[config.mk]
export PLATFORM = sky130hd
export DESIGN_NAME = fu_wb_scoreboard
export DESIGN_NICKNAME = d
export VERILOG_FILES = /design/src/rtl/core_pkg.sv /design/src/rtl/wb_reservation_shifter.sv /design/src/rtl/fu_wb_scoreboard.sv
export SDC_FILE = /design/constraint.sdc
export NUM_CORES = 1
export LEC_CHECK = 0
export CORE_MARGIN = 8
export CORE_UTILIZATION = 53
export DETAILED_ROUTE_END_ITERATION = 12
export PLACE_DENSITY_LB_ADDON = 0.1
export REMOVE_ABC_BUFFERS = 1
export SLEW_MARGIN = 5
export SYNTH_ARGS = -nofsm -noshare
export SYNTH_HDL_FRONTEND = slang
export SYNTH_SLANG_ARGS = --single-unit
[constraint.sdc]
create_clock -name clk -period 15.34 [get_ports clk]
set_clock_uncertainty 0.2 [all_clocks]
set_input_delay 3.068 -clock clk [delete_from_list [all_inputs] [get_ports clk]]
set_output_delay 3.068 -clock clk [all_outputs]
set_load 0.05 [all_outputs]
[src/rtl/core_pkg.sv]
// Shared core definitions: FU ids, default FU timing configuration and the
// layout width of one writeback reservation slot.
package core_pkg;

  localparam int FU_NONE = 0;
  localparam int FU_ALU  = 1;
  localparam int FU_MEM  = 2;
  localparam int FU_MUL  = 3;
  localparam int FU_DIV  = 4;
  localparam int FU_JUMP = 5;

  localparam int NUM_FU_DEF = 5;
  localparam int LAT_W_DEF  = 5;
  localparam int RD_W       = 5;

  localparam logic [NUM_FU_DEF*LAT_W_DEF-1:0] FU_LAT_DEF  = {5'd24, 5'd7, 5'd2, 5'd2, 5'd1};
  localparam logic [NUM_FU_DEF-1:0]           FU_PIPE_DEF = 5'b00100;

  // Slot layout, MSB first: {v, fu, rd, we}
  function automatic int slot_width(input int num_fu);
    return 1 + $clog2(num_fu + 1) + RD_W + 1;
  endfunction

endpackage

[src/rtl/wb_reservation_shifter.sv]
// Writeback reservation shift register: shifts toward slot 0 every cycle,
// with one write port that overrides the shift at the written index.
module wb_reservation_shifter #(
  parameter int DEPTH = 32,
  parameter int W     = 10,
  parameter int IDX_W = 5
) (
  input  logic             clk,
  input  logic             rst,
  input  logic             wr_en_i,
  input  logic [IDX_W-1:0] wr_idx_i,
  input  logic [W-1:0]     wr_data_i,
  input  logic [IDX_W-1:0] rd_idx_i,
  output logic [W-1:0]     head_o,
  output logic [W-1:0]     peek_o
);

  logic [DEPTH-1:0][W-1:0] slot_q, slot_d;

  always_comb begin
    slot_d = slot_q >> W;
    if (wr_en_i) slot_d[wr_idx_i] = wr_data_i;
  end

  always_ff @(posedge clk or posedge rst) begin
    if (rst) slot_q <= '0;
    else     slot_q <= slot_d;
  end

  assign head_o = slot_q[0];
  assign peek_o = slot_q[rd_idx_i];

endmodule

[src/rtl/fu_wb_scoreboard.sv]
// Issue/writeback scoreboard: RAW/WAW/FU-busy/writeback-slot hazard checks and
// scheduling of every FU result onto the single writeback port.
module fu_wb_scoreboard
  import core_pkg::*;
#(
  parameter int                       NUM_FU  = NUM_FU_DEF,
  parameter int                       DEPTH   = 32,
  parameter int                       LAT_W   = LAT_W_DEF,
  parameter logic [NUM_FU*LAT_W-1:0]  FU_LAT  = FU_LAT_DEF,
  parameter logic [NUM_FU-1:0]        FU_PIPE = FU_PIPE_DEF,
  localparam int FU_W  = $clog2(NUM_FU + 1),
  localparam int CNT_W = $clog2(DEPTH + 1)
) (
  input  logic              clk,
  input  logic              rst,
  input  logic              issue_valid,
  input  logic [FU_W-1:0]   issue_fu,
  input  logic [4:0]        issue_rd,
  input  logic              issue_we,
  input  logic [4:0]        issue_rs1,
  input  logic [4:0]        issue_rs2,
  input  logic              issue_rs1_used,
  input  logic              issue_rs2_used,
  input  logic              flush,
  output logic              issue_ready,
  output logic              issue_fire,
  output logic              haz_raw,
  output logic              haz_waw,
  output logic              haz_struct,
  output logic              wb_valid,
  output logic [FU_W-1:0]   wb_fu,
  output logic [4:0]        wb_rd,
  output logic              wb_we,
  output logic [NUM_FU-1:0] fu_busy,
  output logic [CNT_W-1:0]  inflight
);

  localparam int IDX_W = (DEPTH > 1) ? $clog2(DEPTH) : 1;
  localparam int SW    = slot_width(NUM_FU);

  logic [SW-1:0]     head, peek, wr_slot;
  logic [IDX_W-1:0]  wr_idx, peek_idx;
  logic [31:0]       pend_q, pend_d, pend_eff, wb_clr;
  logic [NUM_FU-1:0] busy_q, busy_d, busy_eff, wb_fu_oh, iss_fu_oh;
  logic [CNT_W-1:0]  cnt_q, cnt_d;
  logic [LAT_W-1:0]  lat;
  logic              pipe, fu_sel, we_eff, slot_hit, fire_fu, raw, waw, strc;

  assign wb_valid = head[SW-1];
  assign wb_fu    = head[SW-2 -: FU_W];
  assign wb_rd    = head[RD_W:1];
  assign wb_we    = head[0];

  always_comb begin
    lat       = '0;
    pipe      = 1'b0;
    iss_fu_oh = '0;
    wb_fu_oh  = '0;
    for (int f = 1; f <= NUM_FU; f++) begin
      if (issue_fu == FU_W'(f)) begin
        lat          = FU_LAT[(f-1)*LAT_W +: LAT_W];
        pipe         = FU_PIPE[f-1];
        iss_fu_oh[f-1] = 1'b1;
      end
      if (wb_fu == FU_W'(f)) wb_fu_oh[f-1] = 1'b1;
    end
  end

  // The retiring slot's register and FU count as free this cycle (write-first RF)
  assign wb_clr   = (wb_valid && wb_we) ? (32'd1 << wb_rd) : 32'd0;
  assign pend_eff = pend_q & ~wb_clr;
  assign busy_eff = busy_q & ~({NUM_FU{wb_valid}} & wb_fu_oh);

  assign fu_sel   = issue_valid & (issue_fu != FU_W'(FU_NONE));
  assign we_eff   = issue_we & (issue_rd != 5'd0);
  assign peek_idx = IDX_W'(lat);
  assign wr_idx   = IDX_W'(lat - 1'b1);
  // Pre-shift slot[L] is what would land on slot[L-1] this edge
  assign slot_hit = (int'(lat) < DEPTH) & peek[SW-1];

  assign raw  = fu_sel & ((issue_rs1_used & pend_eff[issue_rs1]) |
                          (issue_rs2_used & pend_eff[issue_rs2]));
  assign waw  = fu_sel & we_eff & pend_eff[issue_rd];
  assign strc = fu_sel & (slot_hit | (~pipe & |(busy_eff & iss_fu_oh)));

  assign haz_raw     = raw;
  assign haz_waw     = waw;
  assign haz_struct  = strc;
  assign issue_ready = ~(raw | waw | strc);
  assign issue_fire  = issue_valid & issue_ready & ~flush;
  assign fire_fu     = issue_fire & (issue_fu != FU_W'(FU_NONE));
  assign wr_slot     = {1'b1, issue_fu, issue_rd, we_eff};

  always_comb begin
    pend_d = pend_q & ~wb_clr;
    if (fire_fu && we_eff) pend_d[issue_rd] = 1'b1;
    pend_d[0] = 1'b0;
    busy_d = busy_q & ~({NUM_FU{wb_valid}} & wb_fu_oh);
    if (fire_fu && !pipe) busy_d = busy_d | iss_fu_oh;
    cnt_d = cnt_q + CNT_W'(fire_fu) - CNT_W'(wb_valid);
  end

  always_ff @(posedge clk or posedge rst) begin
    if (rst) begin
      pend_q <= '0;
      busy_q <= '0;
      cnt_q  <= '0;
    end else begin
      pend_q <= pend_d;
      busy_q <= busy_d;
      cnt_q  <= cnt_d;
    end
  end

  assign fu_busy  = busy_q;
  assign inflight = cnt_q;

  wb_reservation_shifter #(
    .DEPTH (DEPTH),
    .W     (SW),
    .IDX_W (IDX_W)
  ) u_shifter (
    .clk       (clk),
    .rst       (rst),
    .wr_en_i   (fire_fu),
    .wr_idx_i  (wr_idx),
    .wr_data_i (wr_slot),
    .rd_idx_i  (peek_idx),
    .head_o    (head),
    .peek_o    (peek)
  );

endmodule

; ---- Yosys cells after proc, flatten, opt, wreduce, memory -nomap -nowiden
; Cells that the tools add are included.
[classes]
add_sub_neg = 3
n_mul = 0
div = 0
n_lt_le_gt_ge = 7
n_eq_ne = 10
shift = 1
muxes = 34
n_bitwise = 27
reduce_logical = 9
[op_table]
columns = operator, n
row1 = bitwise mux 320 bit, 1
row2 = 2-to-1 mux 320 bit, 1
row3 = 2-to-1 mux 32 bit, 2
row4 = binary-select mux 10 bit (select 5 bit), 1
row5 = demux 10 bit (select 5 bit), 1
row6 = AND 32 bit, 1
row7 = inverter 32 bit, 1
row8 = bitwise OR 32 bit, 1
row9 = left shift 1 x 5 -> 32 bit (first input constant), 1
row10 = less-than comparator 5 x 6 -> 1 bit (second input constant), 5
row11 = 2-to-1 mux 10 bit, 2
row12 = 2-to-1 mux 5 bit, 4
row13 = 2-to-1 mux 1 bit, 17
row14 = AND 5 bit, 3
row15 = binary-select mux 1 bit (select 5 bit), 3
row16 = AND 1 bit, 12
row17 = == test 3 x 2 -> 1 bit (second input constant), 4
row18 = == test 3 bit (second input constant), 4
row19 = >= comparator 5 x 1 -> 1 bit (second input constant), 2
row20 = adder 6 x 1 -> 6 bit, 1
row21 = == test 3 x 1 -> 1 bit (second input constant), 2
row22 = subtractor 6 x 1 -> 6 bit, 1
row23 = demux 1 bit (select 5 bit), 1
row24 = logical AND 1 bit, 5
row25 = other kinds (10), 15
[totals]
register_bits = 362
latchBits = 0
ramBits = 0
romBits = 0
out_inout_bits = 26
elab_cells = 126
mem_count = 0

; ---- Logic depth before layout (Yosys ltp)
; Gate-level depths: netlist (run 1).
[logic_depth]
word_depth = 17
mapped_depth = 18
mapped_depth_nobuf = 16

; ---- By module
; Synthesis (run 1) repeated with hierarchy kept, for this count alone.
[unflattened]
hier_cells = 1574
hier_area_um2 = 19080.8
[modules_own_cells]
columns = mod, n_inst, cells_per_inst, area_each_um2, seq_area_each_um2
row1 = wb_reservation_shifter, 1, 1095, 15143.3, 8007.7
row2 = fu_wb_scoreboard, 1, 479, 3937.5, 1051.0

; ---- Least setup slack after synthesis (run 1)
; No wires, ideal clock.
[synth_timing]
path_type = input to output
startpoint = in issue_rs2[2]
endpoint = out issue_fire
t_arrival_ns = 5.397
required_ns = 12.072
setup_slack_ns = 6.675
cell_stages = 9
path_buffers = 3
cell_sequence = buf_2 buf_1 mux4_2 o221a_2 a2111oi_2 nor4_4 nand3_1 clkbuf_1 inv_1
[synth_via]
elab_chain_len = 10
[synth_lines]
columns = element, line_no
row1 = "start, declared", fu_wb_scoreboard.sv:21  ; input logic [4:0] issue_rs2,
row2 = binary-select mux 1 bit (select 5 bit), fu_wb_scoreboard.sv:82  ; (issue_rs2_used & pend_eff[issue_rs2]));
row3 = 2-to-1 mux 1 bit (implied by the code), fu_wb_scoreboard.sv:82
row4 = AND 1 bit, fu_wb_scoreboard.sv:82
row5 = bitwise OR 1 bit, fu_wb_scoreboard.sv:81  ; assign raw = fu_sel & ((issue_rs1_used & pend_eff[issue_rs1]) |
row6 = AND 1 bit, fu_wb_scoreboard.sv:81
row7 = bitwise OR 1 bit (2 in series), fu_wb_scoreboard.sv:89  ; assign issue_ready = ~(raw | waw | strc);
row8 = inverter 1 bit, fu_wb_scoreboard.sv:89
row9 = AND 1 bit (2 in series), fu_wb_scoreboard.sv:90  ; assign issue_fire = issue_valid & issue_ready & ~flush;
row10 = "end, declared", fu_wb_scoreboard.sv:26  ; output logic issue_fire,
; No other way between the ends. The select of a mux whose other input is x is not followed.

; ---- Final worst setup path (run 1)
[layout_timing]
startpoint = in issue_rd[1]
endpoint = out issue_fire
[layout_via]
elab_chain_len = 9
word_cells_on_any_way = 11
[layout_lines]
columns = element, line_no
row1 = "start, declared", fu_wb_scoreboard.sv:18  ; input logic [4:0] issue_rd,
row2 = "parallel branches: the longest is 3 deep, another holds binary-select mux 1 bit (select 5 bit)", --
row3 = AND 1 bit (*), fu_wb_scoreboard.sv:83  ; assign waw = fu_sel & we_eff & pend_eff[issue_rd];
row4 = bitwise OR 1 bit (*) (2 in series), fu_wb_scoreboard.sv:89
row5 = inverter 1 bit (*), fu_wb_scoreboard.sv:89
row6 = AND 1 bit (*) (2 in series), fu_wb_scoreboard.sv:90
; Every way passes the cells marked *. The select of a mux whose other input is x is not followed.

==> results by group, run 1 <==
Pwr
  – Power Dens Cells: 154 nW/um2
  – LEAKAGE: 6.78 nW
  – Peak supply drop: 0.0982 mV

Clock network
  – Clock Sinks: 361
  – H-tree depth: 2
  – TritonCTS buffer count: 36
  – Max Buffers Root-to-Sink: 3
  – TritonCTS clock tree: done
  – Clk slew on worst S/H paths: 0.07 ns
  – Root Buffer: clkbuf_16
  – Cts hold-fix bufs: 0
  – Worst skew pair latency: 0.53 ns
  – Resize count post-CTS: 0
  – Setup bufs post-CTS: 0

Global route
  – Total track usage: 18.8%
  – Gr ovfl total: 0
  – Initial antenna violation count: 0
  – Largest net degree at the start of global routing: 115
  – First-pass GRT wire length: 43900 um
  – Number of global-route vias before repair: 7163

Drt
  – Drt total wl: 27900 um
  – TritonRoute pass-1 iters: 5
  – Post-DR wirelength/cell: 23.2 um
  – DRT iter0 DRCs: 618
  – DRT antenna net count: 0
  – Drt via density: 5.60
  – DRC violations left: 0
  – Vias: 6747

Place
  – Dpl hpwl: 17600 um
  – Port Buffers: 50
  – Worst slack, placed: 4.77 ns
  – Inst Count DP: 1141
  – Routability Congestion: 0.852

Die
  – Initial Utilization: 54.0%
  – Core Box Area: 24300 um2
  – Die Ht: 173 um
  – Die Wd: 173 um
  – Ports: 51
  – Full die area: 30100 um2
  – Num rows: 57

Timing
  – Slew headroom: 27.5%
  – Fin Setup TNS: 0 ns
  – Final Max Slew Viols: 0
  – Setup ws final: 4.74 ns
  – Final period util: 69.1%
  – Final setup fails: 0
  – Fmax: 94.4 MHz
  – Slew @ Worst Pin: 1.09 ns
  – RSZ-0062 raised after global routing: false
  – Final hold vios: 0
  – Period minus WS final: 10.60 ns

Layout
  – Layout cells sized above 1: 12.0%
  – Final Net Count: 887
  – # diodes: 0
  – Non-filler cells, final: 1205
  – Area grow syn2layout: 7.91%
  – Fill count: 1844

Yosys
  – Yosys top cell area share: 68.8%
  – Post-Synthesis Cells: 1084
  – Flops & latches, synth: 361
  – Async S/R FF share, synth: 100%
  – Syn Area/Cell: 12.1 um2
  – Ys Warns: 0
  – Top cells by area, synth: dfrtp_1, clkbuf_1, o31ai_1
  – Register area share after synthesis: 68.8%
  – Dominant cell type by area after synthesis: dfrtp_1
  – Most used DFF post-synth: dfrtp_1
  – Count leader, synth: dfrtp_1
  – Synth unique cells: 72
  – Netlist Area Pre-Place: 13100 um2
  – Post-synth EDFFs: 0
  – Most frequent cells after synthesis: dfrtp_1, clkbuf_1, o31ai_1

Status
  – Status: finished clean

Critical path
  – CP Launch Type: input pin
  – Worst Path Arrival: 7.33 ns
  – Crit path max fanout: 40
  – Critical Path RT: 12.07 ns
  – Crit path kind: in -> out
  – Crit. End Element: output port

Flow run
  – Max-Cap Viols: 0

Hold path
  – Hold crit path type: reg -> reg
cells by family (layout without fill, tap and decap cells):
logic type,count (synthesis),in the layout,share of synthesized area [%]
fa+ha+maj,7,7,0.725
simple gates,178,178,7.29
buf+inv,348,145,10.5
flops,361,361,68.8
xor+xnor,9,9,0.601
compound gates,136,136,7.87
mux,45,45,4.22
registers in the layout, summed over array words and instances, names as in the netlist:
| name | count |
|---|---|
| fu_busy | 5 |
| pend_q | 31 |
| u_shifter.head_o | 10 |
| u_shifter.slot_q | 309 |
| inflight | 6 |
cells in the final DEF (no fill, tap or decap), drive strengths merged, types with 4 or more instances in the layout:
cell type and n:
xor2 4, o22ai 7, a21oi 7, ha 6
nor2b 8, and2 8, nor3b 5, o311ai 5
clkinv 4, nand2 38, nor2 37, mux2i 16
mux2 28, clkbuf 52, o31ai 62, xnor2 5
nand2b 20, o21ai 11, nand4 5, bufinv 7
inv 26, or3 4, nor4 11, or2 6
buf 6, nand3 8, clkdlybuf4s50 50, dfrtp 361
o31a 4, nor3 15
worst paths after layout:
check / start / end / slack (ns) / depth (start not counted)
worst max-delay path: issue_rd[1] / issue_fire / 4.74 / 11
worst min-delay path: u_shifter.slot_q[44] / u_shifter.slot_q[34] / 0.13 / 0
worst max register to register: u_shifter.head_o[5] / inflight[4] / 9.78 / 16
worst min register to register: u_shifter.slot_q[44] / u_shifter.slot_q[34] / 0.13 / 0
max in group asynchronous: rst / u_shifter.slot_q[189] / 9.76 / 4
min in group asynchronous: rst / u_shifter.slot_q[258] / 2.89 / 2
per-stage QoR:
stage | hold slack (ns) | power (W) | utilization, % | instance area, um2
after detailed placement | 0.135 | 0.00123 | 52.6 | 12800
final | 0.132 | 0.00218 | 58.2 | 14200
after CTS | 0.133 | 0.00221 | 58.2 | 14200
after floorplan | 0.131 | 0.00115 | - | 11800
after global routing | 0.137 | 0.00227 | 58.2 | 14200
after global placement | 0.132 | 0.00122 | 52.6 | 12800
routing by layer:
layer	GRT usage (%)	share of wire (%)	vias up
met5	0	0	-
met4	6.14	2.6	0
met3	3.62	6.1	56
met2	28.0	44	255
met1	27.4	47	3513
li1	-	-	2923
worst max-delay path: stages:
cell and delay, ns:
clkdlybuf4s50_1 0.85, nand2b_1 0.63, nor3_1 0.10, a222oi_1 0.30, o41ai_1 0.13, nor4_1 0.66, a21oi_2 0.19, nand3_1 0.13
buf_4 0.43, inv_1 0.08, clkdlybuf4s50_1 0.71
area by class of cell:
cell class / count / area (um2) / share of cell area (%)
clock buffers: 52 / 1080 / 7.64
well taps: 324 / 405 / 2.86
repair buffers: 56 / 546 / 3.85
flip-flops and latches: 361 / 9030 / 63.8
multi-input cells: 375 / 2720 / 19.2
clock inverters: 12 / 275 / 1.94
inverters: 25 / 101 / 0.716
report_power, final:
group / total, W / internal [W] / switching (W)
Combinational: 0.000210 / 0.0000718 / 0.000138
Clock: 0.000969 / 0.000612 / 0.000357
Sequential: 0.00100 / 0.000984 / 0.0000176
Note: power is estimated with default switching activity, not from simulation.
==> run 2: changes to the inputs <==
clock period = 9.1 ns   (was 15.34 ns; I/O delays follow)
==> results by group, run 2 (synthesized netlist as in run 1, its figures left out) <==
Drt
  – Drt via density: 5.71 (was 5.60)
  – Vias: 6845 (was 6747)
  – TritonRoute pass-1 iters: 5 (unchanged)
  – DRC violations left: 0 (unchanged)
  – Post-DR wirelength/cell: 24.0 um (was 23.2 um)
  – DRT antenna net count: 0 (unchanged)
  – Drt total wl: 28800 um (was 27900 um)
  – DRT iter0 DRCs: 602 (was 618)

Global route
  – Gr ovfl total: 0 (unchanged)
  – Initial antenna violation count: 1 (was 0)
  – First-pass GRT wire length: 44300 um (was 43900 um)
  – Total track usage: 19.2% (was 18.8%)
  – Largest net degree at the start of global routing: 190 (was 115)
  – Number of global-route vias before repair: 7247 (was 7163)

Clock network
  – TritonCTS buffer count: 35 (was 36)
  – Clock Sinks: 361 (unchanged)
  – Setup bufs post-CTS: 0 (unchanged)
  – Resize count post-CTS: 0 (unchanged)
  – Worst skew pair latency: 0.51 ns (was 0.53 ns)
  – Root Buffer: clkbuf_16 (unchanged)
  – Max Buffers Root-to-Sink: 3 (unchanged)
  – Clk slew on worst S/H paths: 0.06 ns (was 0.07 ns)
  – Cts hold-fix bufs: 0 (unchanged)
  – H-tree depth: 2 (unchanged)
  – TritonCTS clock tree: done (unchanged)

Layout
  – Largest Register: u_shifter.slot_q (unchanged)
  – Final Net Count: 887 (unchanged)
  – Fin area: 13900 um2 (was 14200 um2)
  – Commonest cells after routing, fill and taps aside: dfrtp_1, o31ai_1, clkdlybuf4s50_1, nand2_1, nor2_1 (was dfrtp_1, o31ai_1, clkdlybuf4s50_1, nand2_1, clkbuf_16)
  – Commonest non-fill, non-tap cell in the layout: dfrtp_1 (unchanged)
  – Max reg flops: 309 (unchanged)
  – Area grow syn2layout: 6.14% (was 7.91%)
  – # diodes: 0 (unchanged)
  – Layout cells sized above 1: 11.2% (was 12.0%)

Timing
  – Fmax: 128 MHz
  – Final period util: 85.8%
  – Fin Setup TNS: 0 ns (unchanged)
  – Slew @ Worst Pin: 1.42 ns (was 1.09 ns)
  – Period minus WS final: 7.81 ns
  – WHS: 0.123 ns (was 0.132 ns)
  – RSZ-0062 raised after global routing: false (unchanged)
  – Final Max Slew Viols: 0 (unchanged)
  – Final hold vios: 0 (unchanged)
  – Slew headroom: 4.25% (was 27.5%)
  – Final setup fails: 0 (unchanged)

Die
  – Core Box Area: 24300 um2 (unchanged)
  – Ports: 51 (unchanged)
  – Die Wd: 173 um (unchanged)
  – Die Ht: 173 um (unchanged)
  – Full die area: 30100 um2 (unchanged)
  – Initial Utilization: 54.0% (unchanged)
  – Num rows: 57 (unchanged)

Place
  – Placed cell area: 12800 um2 (about the same)
  – Dpl hpwl: 18000 um (was 17600 um)
  – Port Buffers: 50 (unchanged)
  – Routability Congestion: 0.880 (was 0.852)

Pwr
  – LEAKAGE: 6.66 nW (was 6.78 nW)
  – Power Total: 0.00343 W (was 0.00218 W)
  – Power Dens Cells: 246 nW/um2 (was 154 nW/um2)
  – Peak supply drop: 0.177 mV (was 0.0982 mV)

Status
  – Status: finished clean (unchanged)

Critical path
  – Crit path max fanout: 18 (was 40)
  – Critical Path RT: 7.08 ns (was 12.07 ns)
  – Crit path kind: in -> out (unchanged)
  – CP Launch Type: input pin (unchanged)
  – Crit. End Element: output port (unchanged)
  – Worst Path Arrival: 5.79 ns (was 7.33 ns)

Flow run
  – Max-Cap Viols: 0 (unchanged)

Hold path
  – Hold crit path type: reg -> reg (unchanged)
## run 2: worst max-delay path: stages
cell	delay [ns]
clkdlybuf4s50_1	1.01
xor2_1	0.23
nor4_1	0.42
nor2_1	0.08
a222oi_1	0.35
o22ai_1	0.16
nor4_4	0.43
nand3_1	0.31
inv_1	0.13
clkdlybuf4s50_1	0.82
## run 2: area by class of cell
| cell class | count | area, um2 |
|---|---|---|
| Clock buffer | 48 | 985 |
| Clock inverter | 9 | 120 |
| Fill cell | 1841 | 10400 |
| Inverter | 25 | 101 |
| Multi-Input combinational cell | 375 | 2720 |
| Sequential cell | 361 | 9030 |
| Tap cell | 324 | 405 |
| Timing Repair Buffer | 57 | 566 |
## run 2: through the flow
step | util, % | worst slack [ns] | std cells
detailed placement | 52.7 | 1.33 | 1142
finish | 57.3 | 1.29 | 1199
global placement | 52.7 | 1.36 | 1142
CTS | 57.3 | 1.32 | 1199
global route | 57.3 | 1.05 | 1199
floorplan | - | -2.94 | 761
## run 2: worst paths after layout
kind / startpoint / end / slack, ns / cells after the start
min in group asynchronous: rst / u_shifter.slot_q[316] / 1.61 / 2
max in group asynchronous: rst / u_shifter.slot_q[136] / 5.63 / 3
hold reg to reg: u_shifter.slot_q[300] / u_shifter.slot_q[290] / 0.12 / 0
hold / removal: u_shifter.slot_q[300] / u_shifter.slot_q[290] / 0.12 / 0
setup reg to reg: u_shifter.head_o[9] / inflight[5] / 3.36 / 16
setup / recovery: issue_rs2[2] / issue_fire / 1.29 / 10
## run 2: routing by layer
metal  up-vias  GRT usage (%)  part of all wire [%]
li1       2909              -                     -
met1      3564           27.2                    46
met2       303           27.3                    43
met3        67           5.55                   7.3
met4         2           8.01                   3.7
met5         -              0                 0.035
## run 2: report_power, final
group | total (W) | internal, W | switching (W)
registers | 0.00169 | 0.00166 | 0.0000299
clock network | 0.00138 | 0.000814 | 0.000566
logic | 0.000357 | 0.000122 | 0.000235
total | 0.00343 | 0.00259 | 0.000831
==> run 3: changes to the inputs <==
ABC_AREA = 1   (was not set)
==> results by group, run 3 <==
Clock network
  – Clock Sinks: 361 (unchanged)
  – Setup bufs post-CTS: 0 (unchanged)
  – Resize count post-CTS: 0 (unchanged)
  – H-tree depth: 2 (unchanged)
  – TritonCTS buffer count: 37 (was 35)
  – Max Buffers Root-to-Sink: 3 (unchanged)
  – TritonCTS clock tree: done (unchanged)
  – Root Buffer: clkbuf_16 (unchanged)
  – Clk slew on worst S/H paths: 0.06 ns (about the same)
  – Cts hold-fix bufs: 0 (unchanged)
  – Worst skew pair latency: 0.52 ns (was 0.51 ns)

Drt
  – Vias: 7267 (was 6845)
  – Post-DR wirelength/cell: 17.7 um (was 24.0 um)
  – Drt via density: 5.09 (was 5.71)
  – DRT antenna net count: 0 (unchanged)
  – TritonRoute pass-1 iters: 5 (unchanged)
  – Drt total wl: 25200 um (was 28800 um)
  – DRC violations left: 0 (unchanged)
  – DRT iter0 DRCs: 570 (was 602)

Layout
  – Area grow syn2layout: 6.87% (was 6.14%)
  – Commonest non-fill, non-tap cell in the layout: dfrtp_1 (unchanged)
  – Non-filler cells, final: 1428 (was 1199)
  – Commonest cells after routing, fill and taps aside: dfrtp_1, nand2_1, nand3_1, inv_1, nor2_1 (was dfrtp_1, o31ai_1, clkdlybuf4s50_1, nand2_1, nor2_1)
  – Fin area: 14200 um2 (was 13900 um2)
  – Layout cells sized above 1: 9.56% (was 11.2%)
  – Final Util: 56.9% (was 57.3%)
  – # diodes: 0 (unchanged)
  – Final Net Count: 1103 (was 887)
  – Largest Register: u_shifter.slot_q (unchanged)
  – Max reg flops: 309 (unchanged)

Place
  – Dpl hpwl: 16800 um (was 18000 um)
  – Inst Count DP: 1362 (was 1142)
  – Placed cell area: 12900 um2 (was 12800 um2)
  – Routability Congestion: 0.967 (was 0.880)
  – Port Buffers: 50 (unchanged)

Global route
  – Gr ovfl total: 0 (unchanged)
  – Met3 Track Usage GR: 4.19% (was 5.55%)
  – GR Util met1: 25.2% (was 27.2%)
  – Initial antenna violation count: 0 (was 1)
  – Grt peak-use layer: met1 (was met2)
  – Total track usage: 16.9% (was 19.2%)
  – Largest net degree at the start of global routing: 186 (was 190)
  – First-pass GRT wire length: 41000 um (was 44300 um)
  – GR Util met2: 24.0% (was 27.3%)
  – Number of global-route vias before repair: 7369 (was 7247)

Timing
  – Fin Setup TNS: 0 ns (unchanged)
  – Period minus WS final: 7.76 ns (was 7.81 ns)
  – RSZ-0062 raised after global routing: false (unchanged)
  – Slew @ Worst Pin: 0.937 ns (was 1.42 ns)
  – Final setup fails: 0 (unchanged)
  – Final period util: 85.2% (was 85.8%)
  – WHS: 0.138 ns (was 0.123 ns)
  – Slew headroom: 37.5% (was 4.25%)
  – Final hold vios: 0 (unchanged)
  – Fmax: 129 MHz (was 128 MHz)
  – Final Max Slew Viols: 0 (unchanged)

Yosys
  – Synth unique cells: 38 (was 72)
  – Top cells by area, synth: dfrtp_1, clkbuf_1, nand3_1 (was dfrtp_1, clkbuf_1, o31ai_1)
  – Dominant cell type by area after synthesis: dfrtp_1 (unchanged)
  – Register area share after synthesis: 68.1% (was 68.8%)
  – Async S/R FF share, synth: 100% (unchanged)
  – Netlist Area Pre-Place: 13300 um2 (was 13100 um2)
  – Yosys top cell area share: 68.1% (was 68.8%)
  – Syn Area/Cell: 10.3 um2 (was 12.1 um2)
  – Post-synth EDFFs: 0 (unchanged)
  – Post-Synthesis Cells: 1290 (was 1084)
  – Flops & latches, synth: 361 (unchanged)
  – Count leader, synth: dfrtp_1 (unchanged)
  – Most frequent cells after synthesis: dfrtp_1, clkbuf_1, nand2_1 (was dfrtp_1, clkbuf_1, o31ai_1)
  – Ys Warns: 0 (unchanged)
  – Most used DFF post-synth: dfrtp_1 (unchanged)

Critical path
  – CP Launch Type: input pin (unchanged)
  – Crit path max fanout: 36 (was 18)
  – Crit. End Element: output port (unchanged)
  – Worst Path Arrival: 5.74 ns (was 5.79 ns)
  – Critical Path RT: 7.08 ns (about the same)
  – Crit path kind: in -> out (unchanged)

Pwr
  – LEAKAGE: 7.29 nW (was 6.66 nW)
  – Peak supply drop: 0.164 mV (was 0.177 mV)
  – Power Dens Cells: 251 nW/um2 (was 246 nW/um2)

Die
  – Full die area: 30300 um2 (was 30100 um2)
  – Die Ht: 174 um (was 173 um)
  – Num rows: 58 (was 57)
  – Ports: 51 (unchanged)
  – Core Box Area: 24900 um2 (was 24300 um2)
  – Initial Utilization: 53.3% (was 54.0%)
  – Die Wd: 174 um (was 173 um)

Hold path
  – Hold crit path type: reg -> reg (unchanged)

Flow run
  – Max-Cap Viols: 0 (unchanged)

Status
  – Status: finished clean (unchanged)
run 3: changes by cell type after synthesis, moves of 10 or more:
cell	delta
nand3_1	+173
nand2_1	+153
o31ai_1	-60
inv_1	+53
nor2_1	+28
clkbuf_1	-21
nand2b_1	-20
mux2i_1	-16
mux2_4	-15
nor3_1	-10
nor4_1	-10
run 3: worst paths after layout:
| path | startpoint | to | slack, ns | cells past startpoint |
|---|---|---|---|---|
| max in group asynchronous | rst | pend_q[24] | 5.56 | 3 |
| hold reg to reg | u_shifter.slot_q[294] | u_shifter.slot_q[284] | 0.14 | 0 |
| setup / recovery | issue_rd[3] | issue_fire | 1.34 | 13 |
| min in group asynchronous | rst | u_shifter.slot_q[297] | 1.65 | 2 |
| hold / removal | u_shifter.slot_q[294] | u_shifter.slot_q[284] | 0.14 | 0 |
| setup reg to reg | u_shifter.head_o[9] | inflight[4] | 4.34 | 20 |
run 3: final cells by class:
| class | count | area, um2 |
|---|---|---|
| clock buffers | 54 | 1130 |
| clock inverters | 12 | 120 |
| fillers | 2026 | 10700 |
| inverters | 86 | 330 |
| multi-input cells | 533 | 2620 |
| flip-flops and latches | 361 | 9030 |
| well taps | 330 | 413 |
| repair buffers | 52 | 528 |
run 3: layer usage:
| layer | part of all wire (%) | vias to the layer above | wire [um] |
|---|---|---|---|
| met2 | 43 | 222 | 10800 |
| met1 | 48 | 3629 | 12200 |
| met5 | 0 | - | 0 |
| met3 | 6.4 | 53 | 1620 |
| met4 | 2.7 | 0 | 685 |
| li1 | - | 3363 | - |
run 3: report_power, final:
| group | switching (W) | internal, W |
|---|---|---|
| Sequential | 0.0000271 | 0.00166 |
| Clock | 0.000599 | 0.000897 |
| Combinational | 0.000249 | 0.000119 |
run 3: critical path: stages:
cell and delay (ns):
clkdlybuf4s50_1 0.61, inv_1 0.33, nand3_1 0.34, o21ai_0 0.34, inv_2 0.35, nand3_1 0.23
nor2_1 0.07, nand3_2 0.12, nand2_1 0.09, inv_2 0.11, nand3_4 0.09, inv_2 0.33
clkdlybuf4s50_1 0.91
run 3: logic make-up after synthesis:
logic type | synth area share [%]
XOR/XNOR | 0.330
AND/OR/NAND/NOR | 16.6
AO/OA/AOI/OAI | 2.09
buffers and inverters | 12.1
adder cells (fa/ha/maj) | 0.717
flip-flops | 68.1
run 3: per-stage QoR:
step                setup slack, ns  power, W
finish                         1.34   0.00355
global route                   1.04   0.00371
CTS                            1.35   0.00360
detailed placement             1.37   0.00209
global placement               1.41   0.00209
floorplan                     -2.94   0.00197
